===== src/rtl/car.sv =====
// Taximeter: stepper-motor drive, BCD distance/fare accounting and optional keypad price entry.
// Define CAR_KEYPAD_EN to build in keypad scanning and price editing; otherwise prices are fixed.
module car #(
    parameter int unsigned P_SPD0   = 20000,
    parameter int unsigned P_SPD1   = 5000,
    parameter int unsigned P_SPD2   = 2500,
    parameter int unsigned P_SPD3   = 1250,
    parameter int unsigned WAIT_DIV = 1000000,
    parameter int unsigned SCAN_DIV = 1250
) (
    input  logic        clk_M,
    input  logic        reset,
    input  logic        start,
    input  logic        pause,
    input  logic        waitL,
    input  logic [1:0]  speedup,
    input  logic        p_m,
    input  logic        Dir,
    input  logic [3:0]  row,
    output logic [3:0]  StepDrive,
    output logic [3:0]  col,
    output logic [15:0] distance_b,
    output logic [15:0] fee_b,
    output logic [15:0] s_fee_b,
    output logic [15:0] g_fee_b,
    output logic        flag
);
    localparam int unsigned SW = $clog2(P_SPD0 + 1);
    localparam int unsigned WW = $clog2(WAIT_DIV + 1);
    localparam logic [3:0] KM_PRICE_DEF   = 4'd2;
    localparam logic [3:0] WAIT_PRICE_DEF = 4'd1;

    // 4-digit BCD add; a carry out of the top digit saturates to 999.9.
    function automatic logic [15:0] bcd_add(input logic [15:0] a, input logic [15:0] b);
        logic [4:0]  s;
        logic        c;
        logic [15:0] r;
        c = 1'b0;
        r = '0;
        for (int unsigned i = 0; i < 4; i++) begin
            s = {1'b0, a[4*i +: 4]} + {1'b0, b[4*i +: 4]} + {4'b0000, c};
            if (s > 5'd9) begin
                s = s + 5'd6;
                c = 1'b1;
            end else begin
                c = 1'b0;
            end
            r[4*i +: 4] = s[3:0];
        end
        if (c) r = 16'h9999;
        return r;
    endfunction

    logic          moving, waiting, clear, step_tick, dist_inc, wait_unit;
    logic          start_q;
    logic [SW-1:0] step_cnt_q, step_cnt_d, period_m1;
    logic [WW-1:0] wait_cnt_q, wait_cnt_d;
    logic [1:0]    phase_q, phase_d;
    logic [3:0]    tick10_q, tick10_d;
    logic [15:0]   dist_q, dist_d, s_fee_q, s_fee_d, g_fee_q, g_fee_d, fee_q, fee_d;
    logic [3:0]    drive_q, drive_d;
    logic          flag_q;
    logic [3:0]    km_price, wait_price;

    always_comb begin
        case (speedup)
            2'b00:   period_m1 = SW'(P_SPD0 - 1);
            2'b01:   period_m1 = SW'(P_SPD1 - 1);
            2'b10:   period_m1 = SW'(P_SPD2 - 1);
            default: period_m1 = SW'(P_SPD3 - 1);
        endcase
    end

    always_comb begin
        moving    = start & ~pause & ~waitL;
        waiting   = start & ~pause & waitL;
        clear     = start_q & ~start;
        step_tick = moving && (step_cnt_q >= period_m1);
        dist_inc  = step_tick && (tick10_q == 4'd9);
        wait_unit = waiting && (wait_cnt_q >= WW'(WAIT_DIV - 1));

        step_cnt_d = step_cnt_q;
        wait_cnt_d = wait_cnt_q;
        phase_d    = phase_q;
        tick10_d   = tick10_q;
        dist_d     = dist_q;
        s_fee_d    = s_fee_q;
        g_fee_d    = g_fee_q;

        if (clear) begin
            step_cnt_d = '0;
            wait_cnt_d = '0;
            phase_d    = '0;
            tick10_d   = '0;
            dist_d     = '0;
            s_fee_d    = '0;
            g_fee_d    = '0;
        end else begin
            if (moving) step_cnt_d = step_tick ? '0 : step_cnt_q + 1'b1;
            if (step_tick) begin
                phase_d  = Dir ? phase_q - 2'd1 : phase_q + 2'd1;
                tick10_d = dist_inc ? '0 : tick10_q + 4'd1;
            end
            // Mileage fee accrues only for 0.1 km units that end beyond 3.0 km.
            if (dist_inc && (dist_q != 16'h9999)) begin
                dist_d = bcd_add(dist_q, 16'h0001);
                if (dist_q >= 16'h0030) s_fee_d = bcd_add(s_fee_q, {12'h000, km_price});
            end
            if (waiting) wait_cnt_d = wait_unit ? '0 : wait_cnt_q + 1'b1;
            if (wait_unit) g_fee_d = bcd_add(g_fee_q, {8'h00, wait_price, 4'h0});
        end

        fee_d   = start ? bcd_add(bcd_add(16'h0080, s_fee_d), g_fee_d) : '0;
        drive_d = moving ? (4'b0001 << phase_d) : '0;
    end

    always_ff @(posedge clk_M or posedge reset) begin
        if (reset) begin
            start_q    <= 1'b0;
            step_cnt_q <= '0;
            wait_cnt_q <= '0;
            phase_q    <= '0;
            tick10_q   <= '0;
            dist_q     <= '0;
            s_fee_q    <= '0;
            g_fee_q    <= '0;
            fee_q      <= '0;
            drive_q    <= '0;
            flag_q     <= 1'b0;
        end else begin
            start_q    <= start;
            step_cnt_q <= step_cnt_d;
            wait_cnt_q <= wait_cnt_d;
            phase_q    <= phase_d;
            tick10_q   <= tick10_d;
            dist_q     <= dist_d;
            s_fee_q    <= s_fee_d;
            g_fee_q    <= g_fee_d;
            fee_q      <= fee_d;
            drive_q    <= drive_d;
            flag_q     <= moving;
        end
    end

    assign StepDrive  = drive_q;
    assign flag       = flag_q;
    assign distance_b = dist_q;
    assign s_fee_b    = s_fee_q;
    assign g_fee_b    = g_fee_q;
    assign fee_b      = fee_q;

`ifdef CAR_KEYPAD_EN
    localparam int unsigned KW = $clog2(SCAN_DIV + 1);

    logic [KW-1:0] scan_cnt_q, scan_cnt_d;
    logic [1:0]    col_idx_q, col_idx_d, match_cnt_q, match_cnt_d, row_idx;
    logic          cur_hit_q, cur_hit_d, locked_q, locked_d;
    logic [3:0]    cur_code_q, cur_code_d, last_code_q, last_code_d, code_now;
    logic [3:0]    km_price_q, km_price_d, wait_price_q, wait_price_d;
    logic          scan_tick, row_hit, hit_now, accept;

    always_comb begin
        row_hit = 1'b1;
        row_idx = 2'd0;
        if (!row[0])      row_idx = 2'd0;
        else if (!row[1]) row_idx = 2'd1;
        else if (!row[2]) row_idx = 2'd2;
        else if (!row[3]) row_idx = 2'd3;
        else              row_hit = 1'b0;
    end

    // A scan's key code is latched from the first column that saw a low row.
    always_comb begin
        scan_tick    = (scan_cnt_q >= KW'(SCAN_DIV - 1));
        scan_cnt_d   = scan_tick ? '0 : scan_cnt_q + 1'b1;
        col_idx_d    = col_idx_q;
        cur_hit_d    = cur_hit_q;
        cur_code_d   = cur_code_q;
        last_code_d  = last_code_q;
        match_cnt_d  = match_cnt_q;
        locked_d     = locked_q;
        km_price_d   = km_price_q;
        wait_price_d = wait_price_q;
        hit_now      = cur_hit_q | row_hit;
        code_now     = cur_hit_q ? cur_code_q : {row_idx, col_idx_q};
        accept       = 1'b0;

        if (scan_tick) begin
            col_idx_d = col_idx_q + 2'd1;
            if (col_idx_q == 2'd3) begin
                cur_hit_d   = 1'b0;
                cur_code_d  = '0;
                last_code_d = code_now;
                if (!hit_now) begin
                    match_cnt_d = '0;
                    locked_d    = 1'b0;
                end else begin
                    if ((match_cnt_q != 2'd0) && (code_now == last_code_q))
                        match_cnt_d = (match_cnt_q == 2'd3) ? 2'd3 : match_cnt_q + 2'd1;
                    else
                        match_cnt_d = 2'd1;
                    if ((match_cnt_d == 2'd3) && !locked_q) begin
                        accept   = 1'b1;
                        locked_d = 1'b1;
                    end
                end
            end else begin
                cur_hit_d  = hit_now;
                cur_code_d = code_now;
            end
        end

        if (accept && !start && (code_now <= 4'd9)) begin
            if (p_m) wait_price_d = code_now;
            else     km_price_d   = code_now;
        end
    end

    always_ff @(posedge clk_M or posedge reset) begin
        if (reset) begin
            scan_cnt_q   <= '0;
            col_idx_q    <= '0;
            cur_hit_q    <= 1'b0;
            cur_code_q   <= '0;
            last_code_q  <= '0;
            match_cnt_q  <= '0;
            locked_q     <= 1'b0;
            km_price_q   <= KM_PRICE_DEF;
            wait_price_q <= WAIT_PRICE_DEF;
        end else begin
            scan_cnt_q   <= scan_cnt_d;
            col_idx_q    <= col_idx_d;
            cur_hit_q    <= cur_hit_d;
            cur_code_q   <= cur_code_d;
            last_code_q  <= last_code_d;
            match_cnt_q  <= match_cnt_d;
            locked_q     <= locked_d;
            km_price_q   <= km_price_d;
            wait_price_q <= wait_price_d;
        end
    end

    assign col        = ~(4'b0001 << col_idx_q);
    assign km_price   = km_price_q;
    assign wait_price = wait_price_q;
`else
    logic unused_keypad;

    assign unused_keypad = (^{row, p_m}) ^ (SCAN_DIV == 0);
    assign col           = 4'b1111;
    assign km_price      = KM_PRICE_DEF;
    assign wait_price    = WAIT_PRICE_DEF;
`endif

endmodule


===== config.mk =====
export PLATFORM = sky130hd
export DESIGN_NAME = car
export DESIGN_NICKNAME = d
export VERILOG_FILES = /design/src/rtl/car.sv
export SDC_FILE = /design/constraint.sdc
export NUM_CORES = 1
export LEC_CHECK = 0
export BUFFER_PORTS_ARGS = -buffer_cell sky130_fd_sc_hd__buf_4
export CAP_MARGIN = 20
export CORE_UTILIZATION = 60
export CTS_BUF_LIST = sky130_fd_sc_hd__clkbuf_16
export CTS_CLUSTER_DIAMETER = 120
export CTS_CLUSTER_SIZE = 24
export DETAILED_ROUTE_END_ITERATION = 6
export GPL_TIMING_DRIVEN = 0
export HOLD_SLACK_MARGIN = 0.15
export PLACE_DENSITY = 0.81
export REMOVE_ABC_BUFFERS = 1
export SLEW_MARGIN = 20
export SYNTH_ARGS = -nofsm -noshare
export SYNTH_HDL_FRONTEND = slang
export SYNTH_SLANG_ARGS = --single-unit

===== constraint.sdc =====
create_clock -name clk_M -period 20.1 [get_ports clk_M]
set_input_delay 4.02 -clock clk_M [delete_from_list [all_inputs] [get_ports clk_M]]
set_output_delay 4.02 -clock clk_M [all_outputs]
set_load 0.1 [all_outputs]

Word-level counts from Yosys, hierarchy flattened
Index checks and enable logic that the tools add are counted.
{ "totals": {"in_bits": 13, "wordCells": 198, "register_bits": 111, "out_inout_bits": 73} }
{ "classes": {"shift": 1, "n_reduce_logical": 9, "order_cmp": 23, "eq_ne": 4, "n_addsub": 48, "bitwise_logic": 7, "n_mux": 95} }
{ "op_table": {"columns": ["op", "count"], "rows": [
  ["16-bit 2-to-1 mux", 13],
  ["4-bit 2-to-1 mux", 24],
  ["5-bit by 4-bit > comparator with 1-bit output (second input constant)", 18],
  ["4-bit by 3-bit adder with 4-bit output (second input constant)", 20],
  ["20-bit 2-to-1 mux", 3],
  ["4-bit by 1-bit adder with 5-bit output", 10],
  ["1-bit 2-to-1 mux", 48],
  ["15-bit 2-to-1 mux", 3],
  ["15-bit case mux with 3 select lines", 1],
  ["5-bit by 1-bit adder with 5-bit output", 5],
  ["20-bit by 1-bit adder with 20-bit output (second input constant)", 1],
  ["4-bit by 4-bit adder with 5-bit output", 4],
  ["20-bit greater-or-equal comparator (second input constant)", 1],
  ["16-bit by 6-bit greater-or-equal comparator with 1-bit output (second input constant)", 1],
  ["16-bit != test (second input constant)", 1],
  ["15-bit by 1-bit adder with 15-bit output (second input constant)", 1],
  ["15-bit greater-or-equal comparator", 1],
  ["4-bit by 1-bit adder with 5-bit output (second input constant)", 2],
  ["4-bit > comparator (second input constant)", 2],
  ["2-bit nonzero test", 4],
  ["2-bit 2-to-1 mux", 3],
  ["4-bit by 2-bit adder with 5-bit output (second input constant)", 1],
  ["4-bit by 4-bit adder with 5-bit output (first input constant)", 1],
  ["4-bit by 1-bit adder with 4-bit output (second input constant)", 1],
  ["10 further kinds", 18]
]} }

Longest topological paths before layout
{ "logic_depth": {"depth_word": 56, "depth_mapped": 71} }

Worst setup path after synthesis
OpenSTA, ideal clock, no wires.
{ "synth_path": {"path_kind": "input port to flip-flop", "startpoint": "input speedup[1]", "endpoint": "register fee_q[2], in the netlist fee_b[2]", "path_buffers": 1, "path_stages": 60, "path_slack_ps": 4208, "setup_time_ps": 94, "required_ps": 20006, "arrival_ps": 15798, "cell_sequence": "inv_1 -> ha_1 -> o21ai_0 -> ha_1 -> and4_1 -> and2_4 -> a221o_1 -> o21a_2 -> buf_6 -> a31o_2 -> a21oi_2 -> nor2_1 -> nor3_1 -> ha_1 -> nand2_1 -> a21oi_1 -> a41oi_1 -> nor2_1 -> [... 24 more ...] -> fa_1 -> fa_1 -> xnor2_1 -> and2_1 -> o21ai_0 -> fa_1 -> fa_1 -> xnor2_1 -> and2_1 -> o21ai_0 -> fa_1 -> fa_1 -> a21o_1 -> a21oi_1 -> o21ai_1 -> inv_1 -> nand2_1 -> a211oi_1"} }
{ "synth_via": {"elab_chain_cells": 34} }
{ "synth_lines": {"columns": ["item", "line", "source"], "rows": [
  ["start, declared", "16", "input logic [1:0] speedup,"],
  ["2-bit == test, or another cell as far along", "66", "case (speedup)"],
  ["15-bit case mux with 3 select lines *", "66", null],
  ["15-bit greater-or-equal comparator *", "78", "step_tick = moving && (step_cnt_q >= period_m1);"],
  ["1-bit logical AND *", "78", null],
  ["1-bit logical AND *", "79", "dist_inc = step_tick && (tick10_q == 4'd9);"],
  ["1-bit logical AND *", "105", "if (dist_inc && (dist_q != 16'h9999)) begin"],
  ["16-bit 2-to-1 mux *", "105", null],
  ["16-bit 2-to-1 mux *", "90", "if (clear) begin"],
  ["named net s_fee_d[1]", "60", "logic [15:0] dist_q, dist_d, s_fee_q, s_fee_d, g_fee_q, g_fee_d, fee_q, fee_d;"],
  ["[... 19 more ...]", null, null],
  ["5-bit by 4-bit > comparator with 1-bit output", "42", "if (s > 5'd9) begin"],
  ["1-bit 2-to-1 mux", "42", null],
  ["5-bit by 1-bit adder with 5-bit output", "41", "s = {1'b0, a[4*i +: 4]} + {1'b0, b[4*i +: 4]} + {4'b0000, c};"],
  ["5-bit by 4-bit > comparator with 1-bit output", "42", null],
  ["1-bit 2-to-1 mux", "42", null],
  ["16-bit 2-to-1 mux *", "50", "if (c) r = 16'h9999;"],
  ["16-bit 2-to-1 mux *", "113", "fee_d = start ? bcd_add(bcd_add(16'h0080, s_fee_d), g_fee_d) : '0;"],
  ["named net fee_d[2]", "60", null],
  ["end signal, assigned", "127", "fee_q <= '0;"],
  ["end signal, assigned", "139", "fee_q <= fee_d;"],
  ["end, declared", "60", null]
]} }
Mark *: on every way through the listed nets, which the timed path passes. The rest lies on a longest branch.
A chain may end at the register's enable or synchronous reset.

Worst setup path after layout
{ "layout_path": {"startpoint": "input speedup[1]", "endpoint": "register fee_q[10], in the netlist fee_b[10]"} }
{ "layout_via": {"elab_chain_cells": 34} }
{ "layout_lines": {"columns": ["item", "line"], "rows": [
  ["2-bit == test, or another cell as far along", "66"],
  ["15-bit case mux with 3 select lines *", "66"],
  ["15-bit greater-or-equal comparator *", "78"],
  ["1-bit logical AND *", "78"],
  ["1-bit logical AND *", "79"],
  ["1-bit logical AND *", "105"],
  ["16-bit 2-to-1 mux *", "105"],
  ["16-bit 2-to-1 mux *", "90"],
  ["[... 19 more ...]", null],
  ["5-bit by 4-bit > comparator with 1-bit output", "42"],
  ["1-bit 2-to-1 mux", "42"],
  ["5-bit by 1-bit adder with 5-bit output", "41"],
  ["5-bit by 4-bit > comparator with 1-bit output", "42"],
  ["1-bit 2-to-1 mux", "42"],
  ["16-bit 2-to-1 mux *", "50"],
  ["16-bit 2-to-1 mux *", "113"],
  ["named net fee_d[10]", "60"]
]} }
Marked as above.

==> metrics <==
outcome completed; CTS buffer count 9; FP Rows 42; Core Region 0.01335 sq mm; synth warn 0; Max Slew Vio Count 0; DP HPWL between 10000 and 15000 microns; Netlist cell types 88; Ports 86; Sink Count 111; synth top area cells dfrtp_1, ha_1, o21ai_0; crit-path max cell delay between 0.6 and 0.7 ns; Slew headroom 44.09%; Final Skew 0.006737 ns; post-synthesis instance area 0.008250 sq mm; wire length per cell 15.88 microns; Post-Synthesis Cells 954; RSZ-0062 raised after global routing false; Port Buffers 76; Final period util 90.77%; Starting Density 61.81%; CP bufs+invs 6; largest family of logic cells by synthesized area compound AO/OA/AOI/OAI gates; crit start category primary input; P_leak 0.004362 uW; CTS resizes 0; Setup CP Type primary input to flip-flop; router iterations before antenna repair 5; ys async rst share 100.0%; 1st-iter DRT viols approximately 490; Max Clk Rate 0.05481 GHz; Die H roughly 120 microns; die area 0.01422 sq mm; adder-cell area share of the yosys netlist 13.98%; Most used DFF post-synth dfrtp_1; Final Setup Violations 0; Min-Delay Path Class flip-flop to flip-flop; Post-Layout Cell Count approximately 1200; Worst-Skew Late Latency 0.35 ns; placed cells ~1200; max_cap viols 0; nets 1109; H-tree depth 3; EDFF count, synth 0; CP endpoint kind flip-flop; largest net degree at the start of global routing between 70 and 80; CTS tree done; grt ovf 0; CP Max Fanout 14; top cell type's share of synthesized area 33.67%; final hold vios 0; Reg2Reg Depth 67; first-pass GRT wire length 31960 microns; CP max-delay cell a211oi_2; Crit path top cell by count ha_1; CP required ~20 ns; Die X about 120 microns; via count 7179; maximum clock insertion buffer count 2; mux contribution to synthesized area 1.168%; setup TNS 0 ns; postcts setup bufs 0; Slew @ Worst Pin 0.8355 ns; Worst path depth between 50 and 60; hold path depth 1; DRT antenna net count 0; total power around 440 uW; area grow syn2layout 11.56%; area fraction in compound gates after synthesis 21.31%; fin crit period 18.25 ns; maximum vdd drop 38.34 uV; # hold bufs at CTS 0; largest area contributor in the netlist dfrtp_1; antenna violations before repair 0; Tot GR Track Use 27.72%; commonest non-fill, non-tap cell in the layout dfrtp_1; ant diodes 0; Yosys reg bits ~110; layout cells sized above 1 approximately an eighth; CTS clock-pin slew for the worst setup and hold paths 0.07 ns; Synth Area in Simple Gates 19.93%; drt total wl 18860 microns; Worst EP arrival 18.48 ns; mean post-synth cell area just under 9 sq um; DRC 0; CTS root buf clkbuf_16; most frequent cells in the layout dfrtp_1, o21ai_0, nand2_1; RD Place Congestion 0.8897; XOR/XNOR Fraction of Synth Area 5.096%; Vias/cell between 6 and 7; vias in the first global route 6637; sequential fraction of the synthesis area 33.67%; crit-path leading delay family adder cells; PwrDens 48.16 mW/mm^2
## cell families (layout without fill, tap and decap cells)
group,count (synthesis),in the layout
AND/OR/NAND/NOR,332,332
AO/OA/AOI/OAI,273,273
adder cells (fa/ha/maj),88,88
buffers and inverters,92,147
flip-flops,111,111
multiplexers,9,9
XOR/XNOR,48,48
other,1,4
## cell type report
class / count / area, sq um
clock buffer: 9 / 225.2
clock inverter: 6 / 28.78
fill: 1104 / 4144
inverter: 53 / 205.2
multi-input combinational: 754 / 5106
sequential: 111 / 2778
tap: 176 / 220.2
timing repair buffer: 79 / 640.6
## final timing paths
path	startpoint	to	slack, ns
setup / recovery	speedup[1]	fee_b[10]	1.85
hold / removal	wait_cnt_q[18]	wait_cnt_q[18]	0.49
setup reg to reg	s_fee_b[3]	fee_b[10]	3.35
hold reg to reg	wait_cnt_q[18]	wait_cnt_q[18]	0.49
max in group asynchronous	reset	distance_b[10]	15.78
min in group asynchronous	reset	wait_cnt_q[4]	3.64
## power breakdown
part / total [uW] / internal [uW] / switching [uW] / leakage [uW]
clock network: 166 / 82.1 / 83.4 / 0.000132
logic: 48.8 / 11.2 / 37.6 / 0.00270
registers: 229 / 226 / 2.74 / 0.00153
## Yosys cell counts (12+ instances only)
| master | n |
|---|---|
| xnor2_1 | 34 |
| nand4_1 | 13 |
| ha_1 | 81 |
| nand3_1 | 33 |
| dfrtp_1 | 111 |
| a31oi_1 | 13 |
| nand2_1 | 83 |
| clkbuf_1 | 27 |
| a21oi_1 | 52 |
| o21ai_0 | 96 |
| inv_1 | 51 |
| nor2_1 | 84 |
| a211oi_1 | 12 |
| and3_1 | 29 |
| nor3_1 | 24 |
| xor2_1 | 14 |
## metrics by stage
stage               hold WS [ns]  util (%)  area [sq um]  setup slack (ns)
finish                    0.4894     68.95          9204             1.855
CTS                       0.4864     68.92          9199             1.761
global placement          0.4677     66.35          8856            0.8477
floorplan                 0.4425         -          8065             3.856
global route              0.5203     68.95          9204            0.6433
detailed placement        0.4763     67.01          8945             1.424
## sequential cells by signal (all words and copies together), names as in the netlist
register    count
phase_q         2
step_cnt_q     15
start_q         1
g_fee_b        16
distance_b     16
fee_b          16
s_fee_b        16
flag            1
tick10_q        4
wait_cnt_q     20
StepDrive       4
## metal layers
metal / GRT usage (%) / vias to the layer above / part of all wire, %
met2: 45.31 / 216 / 47
met1: 38.25 / 3400 / 46
met5: 0 / - / 0
met3: 3.736 / 24 / 5.6
met4: 8.386 / 0 / 1.3
li1: - / 3539 / -
No activity file was read; power rests on OpenSTA's default activity.
